### src/rtl/surf6_fwu_pkg.sv
// ---------------------------------------------------------------------------
// surf6_fwu_pkg: shared state type and default address width for the FWU writer.
// Revision: 1.0
// ---------------------------------------------------------------------------
`default_nettype none

package surf6_fwu_pkg;

  localparam int FWU_ADDR_W_DEFAULT = 10;

  typedef enum logic [1:0] {
    ST_FILL  = 2'd0,
    ST_FLUSH = 2'd1,
    ST_MARK  = 2'd2,
    ST_WAIT  = 2'd3
  } fwu_state_e;

endpackage

`default_nettype wire

### src/rtl/surf6_fwu_packer.sv
// ---------------------------------------------------------------------------
// surf6_fwu_packer: little-endian byte-to-word packer with zero-padded flush.
// Revision: 1.0
// ---------------------------------------------------------------------------
`default_nettype none

module surf6_fwu_packer (
  input  logic        clk_i,
  input  logic        rst_n_i,
  input  logic        push_i,
  input  logic [7:0]  dat_i,
  input  logic        flush_i,
  output logic        word_done_o,
  output logic        pending_o,
  output logic        wr_o,
  output logic [31:0] dat_o
);

  logic [1:0]  cnt_q, cnt_d;
  logic [23:0] sr_q, sr_d;
  logic        wr_q, wr_d;
  logic [31:0] dat_q, dat_d;

  assign pending_o   = (cnt_q != 2'd0);
  assign word_done_o = (flush_i && pending_o) || (push_i && (cnt_q == 2'd3));
  assign wr_o        = wr_q;
  assign dat_o       = dat_q;

  always_comb begin
    cnt_d = cnt_q;
    sr_d  = sr_q;
    wr_d  = 1'b0;
    dat_d = dat_q;
    if (flush_i && pending_o) begin
      // Unfilled lanes are already zero because sr is cleared per word.
      wr_d  = 1'b1;
      dat_d = {8'h00, sr_q};
      cnt_d = 2'd0;
      sr_d  = '0;
    end else if (push_i) begin
      case (cnt_q)
        2'd0: sr_d[7:0]   = dat_i;
        2'd1: sr_d[15:8]  = dat_i;
        2'd2: sr_d[23:16] = dat_i;
        default: begin
          wr_d  = 1'b1;
          dat_d = {dat_i, sr_q};
          sr_d  = '0;
        end
      endcase
      cnt_d = cnt_q + 2'd1;
    end
  end

  always_ff @(posedge clk_i or negedge rst_n_i) begin
    if (!rst_n_i) begin
      cnt_q <= 2'd0;
      sr_q  <= '0;
      wr_q  <= 1'b0;
      dat_q <= '0;
    end else begin
      cnt_q <= cnt_d;
      sr_q  <= sr_d;
      wr_q  <= wr_d;
      dat_q <= dat_d;
    end
  end

endmodule

`default_nettype wire

### src/rtl/surf6_fwu_block_writer.sv
// ---------------------------------------------------------------------------
// surf6_fwu_block_writer: packs firmware bytes into a two-bank BRAM and hands
// closed banks to the PS. Optional FWU_BYTE_COUNT_EN adds fw_len_o. Rev 1.0
// ---------------------------------------------------------------------------
`default_nettype none

module surf6_fwu_block_writer
  import surf6_fwu_pkg::*;
#(
  parameter int ADDR_W = FWU_ADDR_W_DEFAULT
) (
  input  logic              sysclk_i,
  input  logic              sysrst_n_i,
  input  logic [7:0]        fw_dat_i,
  input  logic              fw_valid_i,
  output logic              fw_ready_o,
  input  logic              fw_mark_req_i,
  input  logic              fw_bank_done_i,
  output logic              bram_we_o,
  output logic [ADDR_W:0]   bram_addr_o,
  output logic [31:0]       bram_dat_o,
  output logic              fw_wr_o,
  output logic              fw_mark_o,
  output logic              fw_bank_o,
  output logic              fw_err_o
`ifdef FWU_BYTE_COUNT_EN
  ,
  output logic [ADDR_W+2:0] fw_len_o
`endif
);

  localparam logic [ADDR_W:0] PTR_ONE = 1;

  fwu_state_e      state_q, state_d;
  logic [ADDR_W:0] ptr_q, ptr_d;
  logic [ADDR_W:0] addr_q, addr_d;
  logic            bank_q, bank_d;
  logic [1:0]      busy_q, busy_d;
  logic            done_ptr_q, done_ptr_d;
  logic            err_q, err_d;

  logic byte_acc, flush, done_ok, has_data;
  logic pk_word_done, pk_pending, pk_wr;

  // ptr msb set means every word of the bank has been claimed.
  assign fw_ready_o = sysrst_n_i && (state_q == ST_FILL) && !ptr_q[ADDR_W] && !fw_mark_req_i;
  assign byte_acc   = fw_valid_i && fw_ready_o;
  assign flush      = (state_q == ST_FILL) && fw_mark_req_i && pk_pending;
  assign has_data   = (ptr_q != '0) || pk_pending;
  assign done_ok    = fw_bank_done_i && busy_q[done_ptr_q];

  surf6_fwu_packer u_packer (
    .clk_i       (sysclk_i),
    .rst_n_i     (sysrst_n_i),
    .push_i      (byte_acc),
    .dat_i       (fw_dat_i),
    .flush_i     (flush),
    .word_done_o (pk_word_done),
    .pending_o   (pk_pending),
    .wr_o        (pk_wr),
    .dat_o       (bram_dat_o)
  );

  assign bram_we_o   = pk_wr;
  assign fw_wr_o     = pk_wr;
  assign bram_addr_o = addr_q;
  assign fw_mark_o   = (state_q == ST_MARK);
  assign fw_bank_o   = bank_q;
  assign fw_err_o    = err_q;

  always_comb begin
    state_d    = state_q;
    ptr_d      = ptr_q;
    addr_d     = addr_q;
    bank_d     = bank_q;
    busy_d     = busy_q;
    done_ptr_d = done_ptr_q;
    err_d      = err_q;

    if (done_ok) begin
      busy_d[done_ptr_q] = 1'b0;
      done_ptr_d         = ~done_ptr_q;
    end else if (fw_bank_done_i) begin
      err_d = 1'b1;
    end

    // Address is captured with the completing byte so the pointer already
    // reflects the word in flight when fullness is evaluated next cycle.
    if (pk_word_done) begin
      addr_d = {bank_q, ptr_q[ADDR_W-1:0]};
      ptr_d  = ptr_q + PTR_ONE;
    end

    case (state_q)
      ST_FILL: begin
        if (fw_mark_req_i) begin
          if (!has_data)       err_d   = 1'b1;
          else if (pk_pending) state_d = ST_FLUSH;
          else                 state_d = ST_MARK;
        end
      end
      ST_FLUSH: begin
        if (fw_mark_req_i) err_d = 1'b1;
        state_d = ST_MARK;
      end
      ST_MARK: begin
        if (fw_mark_req_i) err_d = 1'b1;
        busy_d[bank_q] = 1'b1;
        bank_d         = ~bank_q;
        ptr_d          = '0;
        state_d        = busy_d[~bank_q] ? ST_WAIT : ST_FILL;
      end
      ST_WAIT: begin
        if (fw_mark_req_i) err_d = 1'b1;
        if (!busy_d[bank_q]) state_d = ST_FILL;
      end
      default: state_d = ST_FILL;
    endcase
  end

  always_ff @(posedge sysclk_i or negedge sysrst_n_i) begin
    if (!sysrst_n_i) begin
      state_q    <= ST_FILL;
      ptr_q      <= '0;
      addr_q     <= '0;
      bank_q     <= 1'b0;
      busy_q     <= 2'b00;
      done_ptr_q <= 1'b0;
      err_q      <= 1'b0;
    end else begin
      state_q    <= state_d;
      ptr_q      <= ptr_d;
      addr_q     <= addr_d;
      bank_q     <= bank_d;
      busy_q     <= busy_d;
      done_ptr_q <= done_ptr_d;
      err_q      <= err_d;
    end
  end

`ifdef FWU_BYTE_COUNT_EN
  logic [ADDR_W+2:0] blk_cnt_q, blk_cnt_d;
  logic [ADDR_W+2:0] len_q, len_d;
  localparam logic [ADDR_W+2:0] CNT_ONE = 1;

  always_comb begin
    blk_cnt_d = blk_cnt_q;
    len_d     = len_q;
    if (state_q == ST_MARK) begin
      len_d     = blk_cnt_q;
      blk_cnt_d = '0;
    end else if (byte_acc) begin
      blk_cnt_d = blk_cnt_q + CNT_ONE;
    end
  end

  always_ff @(posedge sysclk_i or negedge sysrst_n_i) begin
    if (!sysrst_n_i) begin
      blk_cnt_q <= '0;
      len_q     <= '0;
    end else begin
      blk_cnt_q <= blk_cnt_d;
      len_q     <= len_d;
    end
  end

  assign fw_len_o = len_q;
`endif

endmodule

`default_nettype wire
### config.mk
export PLATFORM = sky130hd
export DESIGN_NAME = surf6_fwu_block_writer
export DESIGN_NICKNAME = d
export VERILOG_FILES = /design/src/rtl/surf6_fwu_pkg.sv /design/src/rtl/surf6_fwu_packer.sv /design/src/rtl/surf6_fwu_block_writer.sv
export SDC_FILE = /design/constraint.sdc
export NUM_CORES = 1
export LEC_CHECK = 0
export ABC_AREA = 1
export ABC_CLOCK_PERIOD_IN_PS = 1550
export BUFFER_PORTS_ARGS = -buffer_cell sky130_fd_sc_hd__buf_4
export CAP_MARGIN = 20
export CORE_AREA = 2 2 98 100
export CTS_BUF_LIST = sky130_fd_sc_hd__clkbuf_4
export DETAILED_ROUTE_END_ITERATION = 16
export DIE_AREA = 0 0 100 102
export PLACE_DENSITY = 0.7
export SETUP_SLACK_MARGIN = 0.15
export SLEW_MARGIN = 20
export SYNTH_ARGS = -nofsm -noshare
export SYNTH_HDL_FRONTEND = slang
export SYNTH_SLANG_ARGS = --single-unit
### constraint.sdc
create_clock -name sysclk_i -period 1.55 [get_ports sysclk_i]
set_clock_uncertainty 0.1 [all_clocks]
set_input_delay 0.0775 -clock sysclk_i [delete_from_list [all_inputs] [get_ports sysclk_i]]
set_output_delay 0.0775 -clock sysclk_i [all_outputs]
set_load 0.1 [all_outputs]
==> impl_results.md <==
- Status: complete, but fails checks
- Failing checks: negative setup slack
- Post-synth ARST share: 100.0%
- Largest delay contributor family on the critical path: flip-flops
- # setup viols final: 83
- Yosys Warn Count: 0
- Worst Tran Pin Value: 474.5 ps
- HPWL after DPL: 6598 um
- Placed insts: 666
- Crit path buf inv count: 2
- First-pass detailed-route iteration total: 5
- Largest net degree at the start of global routing: 89
- Register bit total from synthesis: 88
- Total of max-cap violations: 0
- Tmin final: roughly 1800 ps
- Share of the synthesized area in the top cell type: roughly 54%
- Largest area contributor in the netlist: dfrtp_1
- Cell Area, Synth: 4051 um^2
- Fin. max-slew vios: 0
- Initial Util: 44.48%
- Critical path data arrival time: ~1600 ps
- Pwr per Cell Area: ~2100 nW/um^2
- RSZ-0062 raised after global routing: true
- Number of global-route vias before repair: 3759
- DIE AREA: 10200 um^2
- Antenna violation net count after detailed routing: 0
- Seq/Total Area, Yosys: approximately 54%
- 1st-iter DRT viols: between 150 and 200
- Ports: 62
- Post-synth top cells: 144 x nand2_1, 88 x dfrtp_1, 69 x nand3_1
- Post-synth EDFFs: 0
- Setup CP Type: reg -> out
- RD Place Congestion: just over 0.8
- Clock Tree Buf Depth: 2
- DIE WIDTH: 100 um
- WHS: 126.5 ps
- Num CTS Buffers: 9
- I/O Buffers: 61
- GRT Overall Usage: 22.67%
- Share of layout cells above drive strength 1: 43.85%
- Post-route insts no fill: 729
- Max IR drop VDD: 2130 uV
- CP startpoint: state_q[0]
- CTS tree: built
- Crit path top cell by count: nor2_4
- CP Cell Sequence: nor2_4 > nand2_2 > nor2_4 > buf_6 > buf_12
- Clk Latency, worst-skew pair: 460 ps
- Worst reg2reg path depth: 9
- Aggregate global routing overflow: 0
- Core area: 9109 um^2
- Static Leakage: 3.064 nW
- Setup crit end kind: primary output
- Syn Nets: between 400 and 500
- Initial antenna violation count: 0
- Critical path endpoint: fw_ready_o
- Reg-to-Reg Start: state_q[0]
- Crit start category: register
- Crit path max fanout: 3
- Max_slew headroom: 68.37%
- CTS Root Cell: clkbuf_4
- Crit path depth: 5
- Hold Path Class: in -> reg
- DRC: 0
- Final period utilization: 113.0%
- Ys flop type: dfrtp_1
- Slowest cell delay on critical path: 440 ps
- First-pass GRT wire length: 18180 um
- Cells after synthesis: 476
- Clock slew at reported path FFs: 140 ps
- Htree depth: 3
- Vias per cell: around 5.3
- Flop-to-flop setup slack: -190 ps
- Crit-path slowest cell: dfrtp_1
- Routed len/inst: 16.00 um
- Post-synthesis cell type count: 23
- Die Span Y: around 100 um
- Final hold vios: 0
- RR Endpoint: u_packer.dat_o[31]
- Net count, final: 633
- Total clock sinks: 88
- Dominant cells by area after synthesis: dfrtp_1 54%, nand2_1 13%, nand3_1 8.5%
- Worst EP required: roughly 1400 ps
- Detailed Route WL: 11670 um
- Fmax: about 570 MHz
- # rows: 35
- Vias: between 3000 and 4000
- Final setup margin: -200.8 ps
- Ant diodes: 0
- Most frequent cell after synthesis: nand2_1
- Synth Area per Inst: 8.511 um^2
- Final core utilization: 67.99%
- Area delta synth->final: 52.87%
cells in the final DEF, fill, tap and decap left out, drive strengths merged:
master	instances
a21boi	2
dfrtp	88
nand2	150
clkbuf	10
o21ai	40
nor2	28
xor2	4
inv	42
or2	2
nand3	75
xnor2	1
a21oi	9
dlygate4sd3	12
clkinv	2
buf	132
bufinv	2
ha	7
nand4	12
state kept, by name, indices dropped and copies added (netlist names):
| register | flops |
|---|---|
| u_packer.dat_o | 32 |
| u_packer.sr_q | 24 |
| bram_addr_o | 11 |
| ptr_q | 11 |
| busy_q | 2 |
| state_q | 2 |
| u_packer.cnt_q | 2 |
| done_ptr_q | 1 |
| fw_bank_o | 1 |
| fw_err_o | 1 |
| u_packer.wr_o | 1 |
tightest hold or removal path, stage by stage:
cell     delay [ps]
buf_4           130
nand3_4         160
buf_6           140
nand3_1          70
nand2_1          60
layer usage:
layer	wire length (um)	track usage, %	up-vias
met1	4868	29.08	1863
met4	262	9.589	0
met3	580	3.215	25
met5	0	0	-
met2	5955	38.83	127
li1	-	-	1834
worst min-delay path by stage:
stage | cells past startpoint | startpoint | end | slack (ps)
CTS | 5 | fw_mark_req_i | u_packer.dat_o[25] | 80
global route | 5 | fw_mark_req_i | u_packer.dat_o[25] | 140
floorplan | 0 | sysrst_n_i | bram_addr_o[0] | -320
detailed placement | 2 | sysrst_n_i | done_ptr_q | 100
global placement | 2 | sysrst_n_i | u_packer.dat_o[17] | 100
finish | 5 | fw_mark_req_i | bram_addr_o[0] | 130
through the flow:
stage / cell area (um^2) / worst slack [ps] / TNS (ps) / total power, mW
floorplan: 4202 / -505.1 / -37360 / 7.767
global placement: 4997 / -39.96 / -334.8 / 9.272
detailed placement: 4997 / -93.69 / -1869 / 9.378
CTS: 5824 / -116.2 / -4373 / 12.08
global route: 6193 / -244.0 / -15040 / 13.50
finish: 6193 / -200.8 / -10920 / 12.91
where the power goes:
group	total [mW]	switching, mW	leakage (nW)	internal, mW
combinational	8.09	5.39	1.80	2.70
clock	1.55	0.872	0.0905	0.675
sequential	3.28	0.424	1.17	2.86
area by class of cell:
class	count	area, um^2
multi-input cells	330	2117
well taps	111	138.9
fillers	645	2915
inverters	39	156.4
clock buffers	9	67.56
flip-flops and latches	88	2206
repair buffers	145	1406
clock inverters	7	101.3
timing repair:
item | 4_1_cts | 5_1_grt
setup buffers | 14 | 12
pin swaps | 10 | 24
gates resized for setup | 84 | 66
cloned | 7 | 2
setup endpoints to repair | 87 | 87
hold endpoints to repair | 124 | 0
hold buffers | 12 | 0
cells by family after synthesis:
group / count (synthesis) / share of synthesized area [%]
fa+ha+maj: 7 / 2.162
buf+inv: 62 / 6.609
flops: 88 / 54.35
simple gates: 263 / 28.72
compound gates: 51 / 7.072
xor+xnor: 5 / 1.081
No activity file was read; power rests on OpenSTA's default activity.
